`src/rtl/disp_pkg.sv`:
```
// Shared types and constants for the seven-segment display scheduler.
package disp_pkg;

  typedef enum logic {
    IDLE = 1'b0,
    SHOW = 1'b1
  } disp_state_e;

  localparam logic SRC_A = 1'b0;
  localparam logic SRC_B = 1'b1;

  localparam int unsigned DISP_DWELL_1S = 50_000_000;

endpackage

```
`src/rtl/disp_sched_if.sv`:
```
// Producer handshakes and display-driver outputs of the display scheduler.
interface disp_sched_if;

  // Handshake: a transfer happens at the posedge where x_valid && x_ready.
  // The producer holds x_data/x_parity stable while x_valid is high and
  // x_ready is low; x_ready depends only on registered state.
  logic       a_valid;
  logic [7:0] a_data;
  logic       a_parity;
  logic       a_ready;

  logic       b_valid;
  logic [7:0] b_data;
  logic       b_parity;
  logic       b_ready;

  logic [7:0] numb;
  logic       parity1;
  logic       src;
  logic       busy;

  modport master (
    output a_valid, a_data, a_parity, b_valid, b_data, b_parity,
    input  a_ready, b_ready, numb, parity1, src, busy
  );

  modport slave (
    input  a_valid, a_data, a_parity, b_valid, b_data, b_parity,
    output a_ready, b_ready, numb, parity1, src, busy
  );

endinterface

```
`src/rtl/disp_slot.sv`:
```
// One-entry holding register for a producer byte and its parity bit.
module disp_slot (
  input  logic       clk,
  input  logic       reset,
  input  logic       valid_i,
  input  logic [7:0] data_i,
  input  logic       parity_i,
  input  logic       clear_i,
  output logic       ready_o,
  output logic       pend_o,
  output logic [7:0] data_o,
  output logic       parity_o
);

  logic       pend_q, pend_d;
  logic [7:0] data_q, data_d;
  logic       parity_q, parity_d;

  // clear_i is only raised while pend_q is set, so a freed slot cannot
  // accept at the same edge it is emptied.
  always_comb begin
    pend_d   = pend_q;
    data_d   = data_q;
    parity_d = parity_q;
    if (clear_i) begin
      pend_d = 1'b0;
    end else if (valid_i && !pend_q) begin
      pend_d   = 1'b1;
      data_d   = data_i;
      parity_d = parity_i;
    end
  end

  always_ff @(posedge clk or posedge reset) begin
    if (reset) begin
      pend_q   <= 1'b0;
      data_q   <= 8'h00;
      parity_q <= 1'b0;
    end else begin
      pend_q   <= pend_d;
      data_q   <= data_d;
      parity_q <= parity_d;
    end
  end

  assign ready_o  = !pend_q;
  assign pend_o   = pend_q;
  assign data_o   = data_q;
  assign parity_o = parity_q;

endmodule

```
`src/rtl/disp_sched.sv`:
```
// Round-robin sharing of the 4-digit display between producers A and B,
// holding each shown byte for DWELL_CYCLES clocks.
module disp_sched
  import disp_pkg::*;
#(
  parameter int unsigned DWELL_CYCLES = DISP_DWELL_1S
) (
  input  logic         clk,
  input  logic         reset,
  disp_sched_if.slave  bus,
  output disp_state_e  state_o
);

  localparam int unsigned CW = $clog2(DWELL_CYCLES) + 1;
  localparam logic [CW-1:0] CNT_LOAD = CW'(DWELL_CYCLES - 1);

  logic       pend_a, pend_b, par_a, par_b, clr_a, clr_b;
  logic [7:0] data_a, data_b;

  disp_slot u_slot_a (
    .clk      (clk),
    .reset    (reset),
    .valid_i  (bus.a_valid),
    .data_i   (bus.a_data),
    .parity_i (bus.a_parity),
    .clear_i  (clr_a),
    .ready_o  (bus.a_ready),
    .pend_o   (pend_a),
    .data_o   (data_a),
    .parity_o (par_a)
  );

  disp_slot u_slot_b (
    .clk      (clk),
    .reset    (reset),
    .valid_i  (bus.b_valid),
    .data_i   (bus.b_data),
    .parity_i (bus.b_parity),
    .clear_i  (clr_b),
    .ready_o  (bus.b_ready),
    .pend_o   (pend_b),
    .data_o   (data_b),
    .parity_o (par_b)
  );

  disp_state_e   state_q;
  logic [CW-1:0] cnt_q;
  logic [7:0]    numb_q;
  logic          parity_q, src_q, busy_q;
  logic          fav_b_q;

  logic          load_en, pick_b;

  // A load happens from IDLE, or from SHOW once the dwell has expired.
  assign load_en = ((state_q == IDLE) || (cnt_q == '0)) && (pend_a || pend_b);
  assign pick_b  = pend_b && (!pend_a || fav_b_q);
  assign clr_a   = load_en && !pick_b;
  assign clr_b   = load_en && pick_b;

  always_ff @(posedge clk or posedge reset) begin
    if (reset) begin
      state_q  <= IDLE;
      cnt_q    <= '0;
      numb_q   <= 8'h00;
      parity_q <= 1'b0;
      src_q    <= SRC_A;
      busy_q   <= 1'b0;
      fav_b_q  <= 1'b0;
    end else begin
      case (state_q)
        IDLE: begin
          if (load_en) begin
            state_q  <= SHOW;
            cnt_q    <= CNT_LOAD;
            numb_q   <= pick_b ? data_b : data_a;
            parity_q <= pick_b ? par_b : par_a;
            src_q    <= pick_b ? SRC_B : SRC_A;
            busy_q   <= 1'b1;
            fav_b_q  <= !pick_b;
          end
        end
        SHOW: begin
          if (cnt_q != '0) begin
            cnt_q <= cnt_q - CW'(1);
          end else if (load_en) begin
            cnt_q    <= CNT_LOAD;
            numb_q   <= pick_b ? data_b : data_a;
            parity_q <= pick_b ? par_b : par_a;
            src_q    <= pick_b ? SRC_B : SRC_A;
            fav_b_q  <= !pick_b;
          end else begin
            state_q <= IDLE;
            busy_q  <= 1'b0;
          end
        end
        default: begin
          state_q <= IDLE;
          busy_q  <= 1'b0;
        end
      endcase
    end
  end

  assign bus.numb    = numb_q;
  assign bus.parity1 = parity_q;
  assign bus.src     = src_q;
  assign bus.busy    = busy_q;
  assign state_o     = state_q;

endmodule
```
`src/flat_wrapper.sv`:
```
// flat-port wrapper written by rule: the top's interface ports become plain ports
module disp_sched_flat import disp_pkg::*;
#(
  parameter int unsigned DWELL_CYCLES = DISP_DWELL_1S
)
  (clk, reset, state_o, bus_a_valid, bus_a_data, bus_a_parity, bus_b_valid, bus_b_data, bus_b_parity, bus_a_ready, bus_b_ready, bus_numb, bus_parity1, bus_src, bus_busy);
  disp_sched_if bus_i ();
  input  logic clk;
  input  logic reset;
  output disp_state_e state_o;
  input wire logic [$bits(bus_i.a_valid)-1:0] bus_a_valid;
  input wire logic [$bits(bus_i.a_data)-1:0] bus_a_data;
  input wire logic [$bits(bus_i.a_parity)-1:0] bus_a_parity;
  input wire logic [$bits(bus_i.b_valid)-1:0] bus_b_valid;
  input wire logic [$bits(bus_i.b_data)-1:0] bus_b_data;
  input wire logic [$bits(bus_i.b_parity)-1:0] bus_b_parity;
  output wire logic [$bits(bus_i.a_ready)-1:0] bus_a_ready;
  output wire logic [$bits(bus_i.b_ready)-1:0] bus_b_ready;
  output wire logic [$bits(bus_i.numb)-1:0] bus_numb;
  output wire logic [$bits(bus_i.parity1)-1:0] bus_parity1;
  output wire logic [$bits(bus_i.src)-1:0] bus_src;
  output wire logic [$bits(bus_i.busy)-1:0] bus_busy;
  assign bus_i.a_valid = bus_a_valid;
  assign bus_i.a_data = bus_a_data;
  assign bus_i.a_parity = bus_a_parity;
  assign bus_i.b_valid = bus_b_valid;
  assign bus_i.b_data = bus_b_data;
  assign bus_i.b_parity = bus_b_parity;
  assign bus_a_ready = bus_i.a_ready;
  assign bus_b_ready = bus_i.b_ready;
  assign bus_numb = bus_i.numb;
  assign bus_parity1 = bus_i.parity1;
  assign bus_src = bus_i.src;
  assign bus_busy = bus_i.busy;
  disp_sched #(.DWELL_CYCLES(DWELL_CYCLES)) u_core (.clk(clk), .reset(reset), .bus(bus_i), .state_o(state_o));
endmodule
```
`config.mk`:
```
export PLATFORM = sky130hd
export DESIGN_NAME = disp_sched_flat
export DESIGN_NICKNAME = d
export VERILOG_FILES = /design/src/rtl/disp_pkg.sv /design/src/rtl/disp_sched_if.sv /design/src/rtl/disp_slot.sv /design/src/rtl/disp_sched.sv /design/src/flat_wrapper.sv
export SDC_FILE = /design/constraint.sdc
export NUM_CORES = 1
export LEC_CHECK = 0
export ABC_AREA = 0
export BUFFER_PORTS_ARGS = -buffer_cell sky130_fd_sc_hd__buf_4
export CORE_ASPECT_RATIO = 2
export CORE_MARGIN = 4
export CORE_UTILIZATION = 25
export CTS_BUF_LIST = sky130_fd_sc_hd__clkbuf_8
export CTS_CLUSTER_DIAMETER = 150
export DETAILED_ROUTE_END_ITERATION = 10
export HOLD_SLACK_MARGIN = 0.06
export SLEW_MARGIN = 0
export SYNTH_ARGS = -nofsm -noshare
export SYNTH_HDL_FRONTEND = slang
export SYNTH_HIERARCHICAL = 1
export SYNTH_SLANG_ARGS = --single-unit
```
`constraint.sdc`:
```
create_clock -name clk -period 4.6 [get_ports clk]
set_input_delay 0.46 -clock clk [delete_from_list [all_inputs] [get_ports clk]]
set_output_delay 0.46 -clock clk [all_outputs]
set_load 0.02 [all_outputs]
```
# [Word level (Yosys, flattened, before mapping)]
# Cells that the tools add are included.
[totals] ff_bits=60 latchBits=0 ram_bits=0 romBits=0 inputBits=22 output_inout_bits=14 wordCells=68 mem_count=0
[classes] add_sub_neg=1 mul=0 n_div=0 order_cmp=0 eq_ne=3 n_shift=0 n_mux=29 bitwise=3 reduce_logical=19
[op_table] cell="$mux W27" count=2
[op_table] cell="$pmux W27 S2" count=1
[op_table] cell="$logic_not A27 Y1" count=1
[op_table] cell="$reduce_bool A27 Y1" count=1
[op_table] cell="$sub A27 B1 Y27 const B" count=1
[op_table] cell="$mux W8" count=3
[op_table] cell="$mux W1" count=17
[op_table] cell="$pmux W8 S2" count=1
[op_table] cell="$pmux W1 S2" count=5
[op_table] cell="$logic_and A1 B1 Y1" count=6
[op_table] cell="$ne A2 B2 Y1 const B" count=2
[op_table] cell="$reduce_and A2 Y1" count=2
[op_table] cell="$reduce_bool A2 Y1" count=2
[op_table] cell="$logic_not A1 Y1" count=3
[op_table] cell="$logic_or A1 B1 Y1" count=3
[op_table] cell="$not A1 Y1" count=3
[op_table] cell="$reduce_and A3 Y1" count=1
[op_table] cell="$ne A2 B1 Y1 const B" count=1

# [Longest topological paths before layout]
# Gate-level depths: netlist of the first run.
[depth] ltp_word=7 ltp_mapped=10 depth_no_buf=8

# [Cells and area by module]
# Netlist of the first run, hierarchy kept.
[by_module_without_submodules] module="disp_sched" instances=1 cells_each=220 area_each_um2=2272.2 seq_area_each_um2=1001.0
[by_module_without_submodules] module="disp_slot" instances=2 cells_each=25 area_each_um2=390.4 seq_area_each_um2=250.2

# [Worst setup path before layout of the first run]
# OpenSTA, ideal clock, no wires.
[synth_timing] path_type="flip-flop to flip-flop" startpoint="register u_core.cnt_q[11]" endpoint="register u_core.u_slot_b.data_q[0] (netlist: u_core/u_slot_b/data_o[0])" setup_ns=0.125 arrival_time_ns=2.099 required_ns=4.475 slack_ns=2.376 stages_incl_launch_ff=10 n_path_buf=3 synth_period_minus_slack_ns=2.224 path_cell_list="dfrtp_1 -> or4_1 -> buf_2 -> nor3_4 -> a21boi_2 -> nor2_1 -> buf_4 -> nor3b_2 -> buf_6 -> mux2_2"
[synth_between] elab_chain_cells=6
[synth_lines] element="start: declaration" line="disp_sched.sv:47" text="logic [CW-1:0] cnt_q;"
[synth_lines] element="start signal: assignment" line="disp_sched.sv:84" text="cnt_q <= cnt_q - CW'(1);"
[synth_lines] element="$logic_not A27 Y1" line="disp_sched.sv:55" text="assign load_en = ((state_q == IDLE) || (cnt_q == '0)) && (pend_a || pend_b);"
[synth_lines] element="$logic_or A1 B1 Y1" line="disp_sched.sv:55"
[synth_lines] element="$logic_and A1 B1 Y1" line="disp_sched.sv:55"
[synth_lines] element="$logic_and A1 B1 Y1" line="disp_sched.sv:58" text="assign clr_b = load_en && pick_b;"
[synth_lines] element="via u_core.clr_b" line="disp_sched.sv:17" text="logic pend_a, pend_b, par_a, par_b, clr_a, clr_b;"
[synth_lines] element="$not A1 Y1 (no line)"
[synth_lines] element="$reduce_and A2 Y1 (no line)"
[synth_lines] element="end signal: assignment" line="disp_slot.sv:41" text="data_q <= data_d;"
[synth_lines] element="end: declaration" line="disp_slot.sv:16" text="logic [7:0] data_q, data_d;"
# The timed path passes the listed nets, and every way through them passes these cells.
# A chain may end at the register's enable or synchronous reset.

# [Worst setup path in the final report of the first run]
[layout_timing] startpoint="register u_core.cnt_q[0]" endpoint="register u_core.u_slot_b.data_q[1] (netlist: u_core/u_slot_b/data_o[1])"
[layout_between] elab_chain_cells=6
[layout_lines] element="$logic_not A27 Y1" line="disp_sched.sv:55"
[layout_lines] element="$logic_or A1 B1 Y1" line="disp_sched.sv:55"
[layout_lines] element="$logic_and A1 B1 Y1" line="disp_sched.sv:55"
[layout_lines] element="$logic_and A1 B1 Y1" line="disp_sched.sv:58"
[layout_lines] element="$not A1 Y1 (no line)"
[layout_lines] element="$reduce_and A2 Y1 (no line)"
# Every way passes these cells.

==> results of run 1 <==
## Yosys cell counts, drive strengths merged
library cell   n  area, µm²
ha             2       25.0
dfrtp         60       1500
nor3b          4       40.0
nand3         11       60.1
o41ai          2       17.5
or2            4       25.0
clkbuf         1       3.75
a21boi         1       11.3
nor2          11       57.6
nand2          4       15.0
mux2          18        203
nand3b         2       15.0
or3            4       25.0
nor3          21        141
buf           12        100
nand4          5       31.3
and2           2       12.5
o21a           2       15.0
inv           11       41.3
mux2i          9       90.1
a21o           3       22.5
nor4          10       81.3
or4            4       30.0
o41a           1       11.3
nand4b         1       15.0
a31oi          3       33.8
xnor2          1       8.76
and4           1       8.76
o211ai         2       15.0
o311a          1       10.0
a21oi         12       60.1
a221o          9       90.1
nor4b          1       8.76
o31ai         10       80.1
o21ai         12       60.1
and3          13       86.3
## layer usage
layer	wire length, µm	vias up
met1	2820	1167
met2	4220	56
met4	242	0
met5	0	-
met3	309	17
li1	-	1104
## worst max-delay path: cells and delay by family (launching register included)
| family | cells | cell delay (ns) |
|---|---|---|
| AOI/OAI and AO/OA | 1 | 0.87 |
| adders and majority gates | 1 | 0.20 |
| buffers and inverters | 1 | 0.10 |
| DFF | 1 | 0.40 |
| muxes | 1 | 0.42 |
| and+or+nand+nor | 4 | 1.62 |
## registers in the layout, summed over array words and instances, names as in the netlist, 8 cells and up
register / count
u_core/bus.numb: 8
u_core/u_slot_a/data_o: 8
u_core/cnt_q: 27
u_core/u_slot_b/data_o: 8
## through the flow
stage	total power, µW	setup WS, ns
CTS	1570	0.862
finish	1550	0.877
floorplan	842	2.38
detailed placement	932	0.869
global placement	920	1.01
global route	1630	0.614
## power by group through the flow
| stage | clock network (µW) | logic [µW] | registers (µW) |
|---|---|---|---|
| global route | 671 | 240 | 718 |
| CTS | 645 | 221 | 703 |
| floorplan | 0 | 144 | 699 |
| global placement | 0 | 212 | 708 |
| finish | 628 | 217 | 703 |
| detailed placement | 0 | 220 | 712 |
## cell families after synthesis
group / share of synthesized area [%]
fa+ha+maj: 0.820
xor+xnor: 0.287
mux: 9.59
buf+inv: 4.75
flops: 49.2
simple gates: 21.4
compound gates: 14.0
## worst paths after layout
kind | start | endpoint | slack (ns) | cells after the start
max in group asynchronous | reset | u_core/bus.numb[5]$_DFFE_PP0P_ | 3.97 | 3
hold / removal | reset | u_core/u_slot_a/data_o[1]$_DFFE_PP0P_ | 0.11 | 2
min in group clk | bus_a_valid | u_core/u_slot_a/pend_o$_DFFE_PP0P_ | 0.33 | 3
setup reg to reg | u_core/cnt_q[0]$_DFF_PP0_ | u_core/u_slot_b/data_o[1]$_DFFE_PP0P_ | 0.88 | 8
hold reg to reg | u_core/cnt_q[25]$_DFF_PP0_ | u_core/cnt_q[25]$_DFF_PP0_ | 0.50 | 1
setup / recovery | u_core/cnt_q[0]$_DFF_PP0_ | u_core/u_slot_b/data_o[1]$_DFFE_PP0P_ | 0.88 | 8
## final cells by class
| class | instances | share of cell area [%] |
|---|---|---|
| inverters | 11 | 1.12 |
| well taps | 145 | 4.93 |
| repair buffers | 37 | 7.55 |
| multi-input cells | 186 | 38.3 |
| flip-flops and latches | 60 | 40.8 |
| clock inverters | 3 | 2.45 |
| clock buffers | 13 | 4.86 |
==> flow_summary.json, run 1 <==
{
  "run_status": "finished clean",
  "layout_commonest_cell": "dfrtp_1",
  "path_clk_slew_ns": 0.07,
  "syn_nets": 294,
  "syn_inst": 270,
  "portBuffers": 35,
  "synth-seq-area-share_pct": 49.2,
  "start_kind": "flop",
  "setup_tns_ns": 0,
  "worst-setup-path-type": "flop to flop",
  "instances_no_fill": 455,
  "rsz0062_at_grt": "no",
  "layout_common_cells": "60 x dfrtp_1, 37 x buf_4, 18 x mux2_2",
  "clkPwrFrac_pct": 40.5,
  "slew_viol_final": 0,
  "arrival_ns": 3.95,
  "cts_resized": 0,
  "netlist_area_um2": 3050,
  "die_height_um": 164,
  "clk_latency_ns": 0.35,
  "fillCellCount": 1169,
  "worst_slew_pin_slew_ns": 1.15,
  "fin_crit_ns": 3.72,
  "post-route-util_pct": 31.1,
  "numCtsBuffers": 9,
  "globalRoute.totalOverflow": 0,
  "htreeDepth": 3,
  "slowest_stage": "a21boi_2",
  "first_pass_iters": 4,
  "p_leak_uw": 0.00159,
  "post-route-period-util_pct": 80.9,
  "switchingPower_uw": 408,
  "clock.fmax_mhz": 269,
  "pwr-share-comb_pct": 14.0,
  "setup_viol": 0,
  "seq_area_um2": 1500,
  "placed_cells": 439,
  "timing.slew.headroom_pct": 23.1,
  "drive_gt1_share_pct": 30.0,
  "p_per_area_nw_per_um2": 421,
  "worstPathRequired_ns": 4.83,
  "coreArea_um2": 11800,
  "via_count": 2344,
  "cts.sinks": 60,
  "hold-worst-slack_ns": 0.114,
  "hp-class": "primary input to async pin",
  "fin_worst_skew_ns": 0.00683,
  "gr-usage-all-layers_pct": 11.7,
  "diodes": 0,
  "grtUsageMet1_pct": 12.1,
  "grt_pass1_vias": 2529,
  "die_w_um": 86.1,
  "tritoncts": "yes",
  "ys_ff_latch": 60,
  "start_util_pct": 25.8,
  "fin_nets": 329,
  "die_area_um2": 14200,
  "post_drt_via_cell_ratio": 5.15,
  "top_usage_layer": "met2",
  "finalHoldViolCount": 0,
  "crit_fanout": 21,
  "ant_nets": 0,
  "grt_pass1_wl_um": 12800,
  "root_buffer": "clkbuf_8",
  "io-pin-count": 36,
  "wl_per_cell_um": 16.7,
  "postLayoutCellArea_um2": 3680,
  "syn_avg_cell_area_um2": 11.3,
  "row_count": 56,
  "antenna_found_initial": 0,
  "cts-hold-fix-buffers": 0,
  "place.gp.congestion": 0.783,
  "slowest_delay_ns": 0.87,
  "drt_iter0_drc": 147,
  "ys.warnings.count": 6,
  "hpwl_um": 5610,
  "peakVddDrop_uv": 181,
  "use_met2_pct": 20.9,
  "cts_buffer_depth": 2,
  "seqPwrFrac_pct": 45.4,
  "grt_max_degree": 41,
  "cap_viol_max_count": 0,
  "place_area_um2": 3410,
  "synth_cell_types": 51,
  "power.internal_uw": 1140,
  "use_met3_pct": 3.31,
  "path_cells": "inv_1 -> ha_1 -> nor4b_1 -> and4_1 -> a21boi_2 -> nor2_1 -> nor3b_2 -> mux2_2",
  "p_sw_share_pct": 26.4,
  "cp-end-kind": "flop",
  "syn2layout_area_growth_pct": 20.6,
  "drc": 0,
  "finalWirelength_um": 7600,
  "cts_setup_buffers": 0,
  "multiInputGateArea_um2": 1410
}
(Power assumes the default switching activity.)
==> inputs of run 2 (changes only) <==
ABC_AREA = 1   (was 0)
clock period = 3.4 ns   (was 4.6 ns; I/O delays follow)
==> run 2 against run 1 <==
Net effect: fmax increased by 62%; hold slack improved by 0.13 ns; highest routed layer unchanged; critical path depth increased by 5; critical path type unchanged; core utilization decreased by 1.1 points; global-route usage increased by 0.44 points; sequential power increased by 11%; clock skew increased by 0.0025 ns; total power decreased by 4.6%; count of clock-buffer cells in the layout decreased by 3; largest cell class is now multi-input combinational cells; critical endpoint is now u_core/u_slot_b/pend_o$_DFFE_PP0P_; via count increased by 31%; synthesized cell count increased by 69%; final cell count increased by 49%.
==> flow_summary.json, run 2 <==
{
  "ys_top_cells_by_area": "dfrtp_1 43%, nand2_1 16%, nand3_1 6.3%",
  "finalWirelength_um": 9390,
  "syn_inst": 455,
  "clk_latency_ns": 0.34,
  "grt_pass1_wl_um": 15300,
  "first_pass_iters": 4,
  "place.gp.congestion": 0.885,
  "synth_edf_count": 0,
  "hp-class": "primary input to flop",
  "path_clk_slew_ns": 0.07,
  "reg2reg_depth": 13,
  "ys_ff_latch": 60,
  "finalHoldViolCount": 0,
  "placed_cells": 662,
  "root_buffer": "clkbuf_8",
  "r2r_start": "u_core/cnt_q[0]$_DFF_PP0_",
  "ys.warnings.count": 6,
  "die_height_um": 175,
  "numCtsBuffers": 9,
  "grt_max_degree": 35,
  "pwr-share-comb_pct": 5.4,
  "p_sw_share_pct": 23.6,
  "hpwl_um": 7310,
  "fillCellCount": 1487,
  "start_util_pct": 25.6,
  "p_leak_uw": 0.00200,
  "clock.fmax_mhz": 435,
  "post_drt_via_cell_ratio": 4.53,
  "clkPwrFrac_pct": 42.0,
  "switchingPower_uw": 348,
  "instances_no_fill": 678,
  "post-route-util_pct": 30.0,
  "htreeDepth": 3,
  "yosysMostFrequentCell": "nand2_1",
  "largest-register": "u_core/cnt_q",
  "syn_avg_cell_area_um2": 7.66,
  "wl_per_cell_um": 13.8,
  "rrSetupSlack_ns": 1.10,
  "gr-usage-all-layers_pct": 12.2,
  "worst_slew_pin_slew_ns": 0.745,
  "run_status": "finished clean",
  "cts_setup_buffers": 0,
  "setup_tns_ns": 0,
  "tritoncts": "yes",
  "place_area_um2": 3880,
  "synth-main-ff-cell": "dfrtp_1",
  "hold_start": "bus_a_data[1]",
  "place_ws_ns": 1.11,
  "syn_nets": 479,
  "synth_common_cells": "153 x nand2_1, 60 x dfrtp_1, 44 x nand3_1, 39 x inv_1, 36 x nor2_1",
  "netlist_area_um2": 3480,
  "drc": 0,
  "cts_buffer_depth": 2,
  "antenna_found_initial": 0,
  "die_area_um2": 16000,
  "setup_viol": 0,
  "synth_largest_area_cell": "dfrtp_1",
  "arrival_ns": 2.51,
  "die_w_um": 91.5,
  "row_count": 60,
  "synth-seq-area-share_pct": 43.1,
  "worst-setup-path-type": "flop to flop",
  "hold_depth": 3,
  "layout_commonest_cell": "nand2_1",
  "post-route-period-util_pct": 67.6,
  "cts.sinks": 60,
  "coreArea_um2": 13600,
  "via_count": 3069,
  "crit_fanout": 28,
  "synth_cell_types": 32,
  "postLayoutCellArea_um2": 4070,
  "slew_viol_final": 0,
  "fin_nets": 512,
  "drive_gt1_share_pct": 19.5,
  "ant_nets": 0,
  "grt_pass1_vias": 3157,
  "r2r_end": "u_core/u_slot_b/pend_o$_DFFE_PP0P_",
  "async_reset_ff_share_pct": 100,
  "fin_crit_ns": 2.30,
  "io-pin-count": 36,
  "timing.slew.headroom_pct": 50.2,
  "p_per_area_nw_per_um2": 363,
  "worst_slack_ns": 1.10,
  "min_to": "u_core/u_slot_a/data_o[1]$_DFFE_PP0P_",
  "cap_viol_max_count": 0,
  "largest_reg_flops": 27,
  "synth.top_cell.area_share_pct": 43.1,
  "layout_common_cells": "153 x nand2_1, 60 x dfrtp_1, 44 x nand3_1",
  "fin_worst_skew_ns": 0.00936,
  "drt_iter0_drc": 206,
  "seqPwrFrac_pct": 52.6,
  "worstPathRequired_ns": 3.61,
  "syn2layout_area_growth_pct": 16.9,
  "power.internal_uw": 1130,
  "globalRoute.totalOverflow": 0,
  "peakVddDrop_uv": 196,
  "portBuffers": 35,
  "start_kind": "flop",
  "cp-end-kind": "flop",
  "rsz0062_at_grt": "no",
  "diodes": 0
}
run 2: cell types whose count changed after synthesis, moves of 12 or more:
cell     previous run  this run
and3_1             12         0
nand3_1            10        44
nor2_1             10        36
nand2_1             4       153
nand4_1             5        29
inv_1              10        39
run 2: how the worst max path moves through the flow:
stage | start | to | slack [ns] | cells after the start
3_3_place_gp | u_core/cnt_q[1]$_DFF_PP0_ | u_core/u_slot_a/pend_o$_DFFE_PP0P_ | 1.22 | 13
5_1_grt | u_core/cnt_q[1]$_DFF_PP0_ | u_core/u_slot_a/parity_o$_DFFE_PP0P_ | 0.83 | 14
4_1_cts | u_core/cnt_q[0]$_DFF_PP0_ | u_core/u_slot_a/pend_o$_DFFE_PP0P_ | 1.11 | 13
2_1_floorplan | u_core/cnt_q[1]$_DFF_PP0_ | u_core/u_slot_a/pend_o$_DFFE_PP0P_ | 1.53 | 14
3_5_place_dp | u_core/cnt_q[0]$_DFF_PP0_ | u_core/u_slot_a/pend_o$_DFFE_PP0P_ | 1.11 | 13
6_report | u_core/cnt_q[0]$_DFF_PP0_ | u_core/u_slot_b/pend_o$_DFFE_PP0P_ | 1.10 | 13
run 2: routing by layer:
layer	wire length (µm)	vias up	global-route usage [%]
met5	0	-	0
met4	412	0	6.93
met3	362	23	2.46
met2	5340	82	23.8
met1	3270	1428	11.3
li1	-	1536	-
run 2: cell families (layout without fill, tap and decap cells):
family / Yosys count / in the layout / share of synthesized area [%]
and+or+nand+nor: 300 / 300 / 41.2
AOI/OAI and AO/OA: 19 / 19 / 2.87
xor gates and xnor gates: 4 / 4 / 1.01
buffers and inverters: 61 / 98 / 8.19
DFF: 60 / 60 / 43.1
muxes: 9 / 9 / 2.91
adders and majority gates: 2 / 2 / 0.718
run 2: critical path, stage by stage, from the launching register on:
cell,delay (ns)
dfrtp_1,0.39
inv_2,0.09
ha_1,0.16
inv_1,0.06
nor2_1,0.13
nand3_1,0.13
nor2_4,0.12
nand3_4,0.26
nand2_8,0.28
nand3_1,0.13
inv_1,0.11
inv_2,0.10
nand3_4,0.14
o21ai_1,0.09
run 2: per-stage QoR:
step           hold slack, ns  power [µW]
6_report                0.247        1480
5_1_grt                 0.249        1540
4_1_cts                 0.222        1500
3_5_place_dp            0.364         872
3_3_place_gp            0.351         871
2_1_floorplan           0.180         826
run 2: power by group through the flow:
stage / clock [µW] / sequential [µW] / combinational, µW
3_3_place_gp: 0 / 791 / 80.2
5_1_grt: 668 / 779 / 92.4
3_5_place_dp: 0 / 790 / 81.9
4_1_cts: 641 / 777 / 83.0
2_1_floorplan: 0 / 775 / 50.4
6_report: 620 / 777 / 80.3
run 2: layout make-up:
cell class / count / area, µm² / area share [%]
clock inverter: 5 / 46.3 / 1.14
inverter: 45 / 169 / 4.15
timing repair buffer: 38 / 288 / 7.07
tap: 186 / 233 / 5.71
sequential: 60 / 1500 / 36.9
multi-input combinational: 334 / 1700 / 41.7
clock buffer: 10 / 138 / 3.38
run 2: timing repair:
item | in CTS | in global routing
hold endpoints to repair | 20 | 0
hold buffers | 1 | 0
resized for setup | 0 | 0
endpoints found under the setup margin | 0 | 0
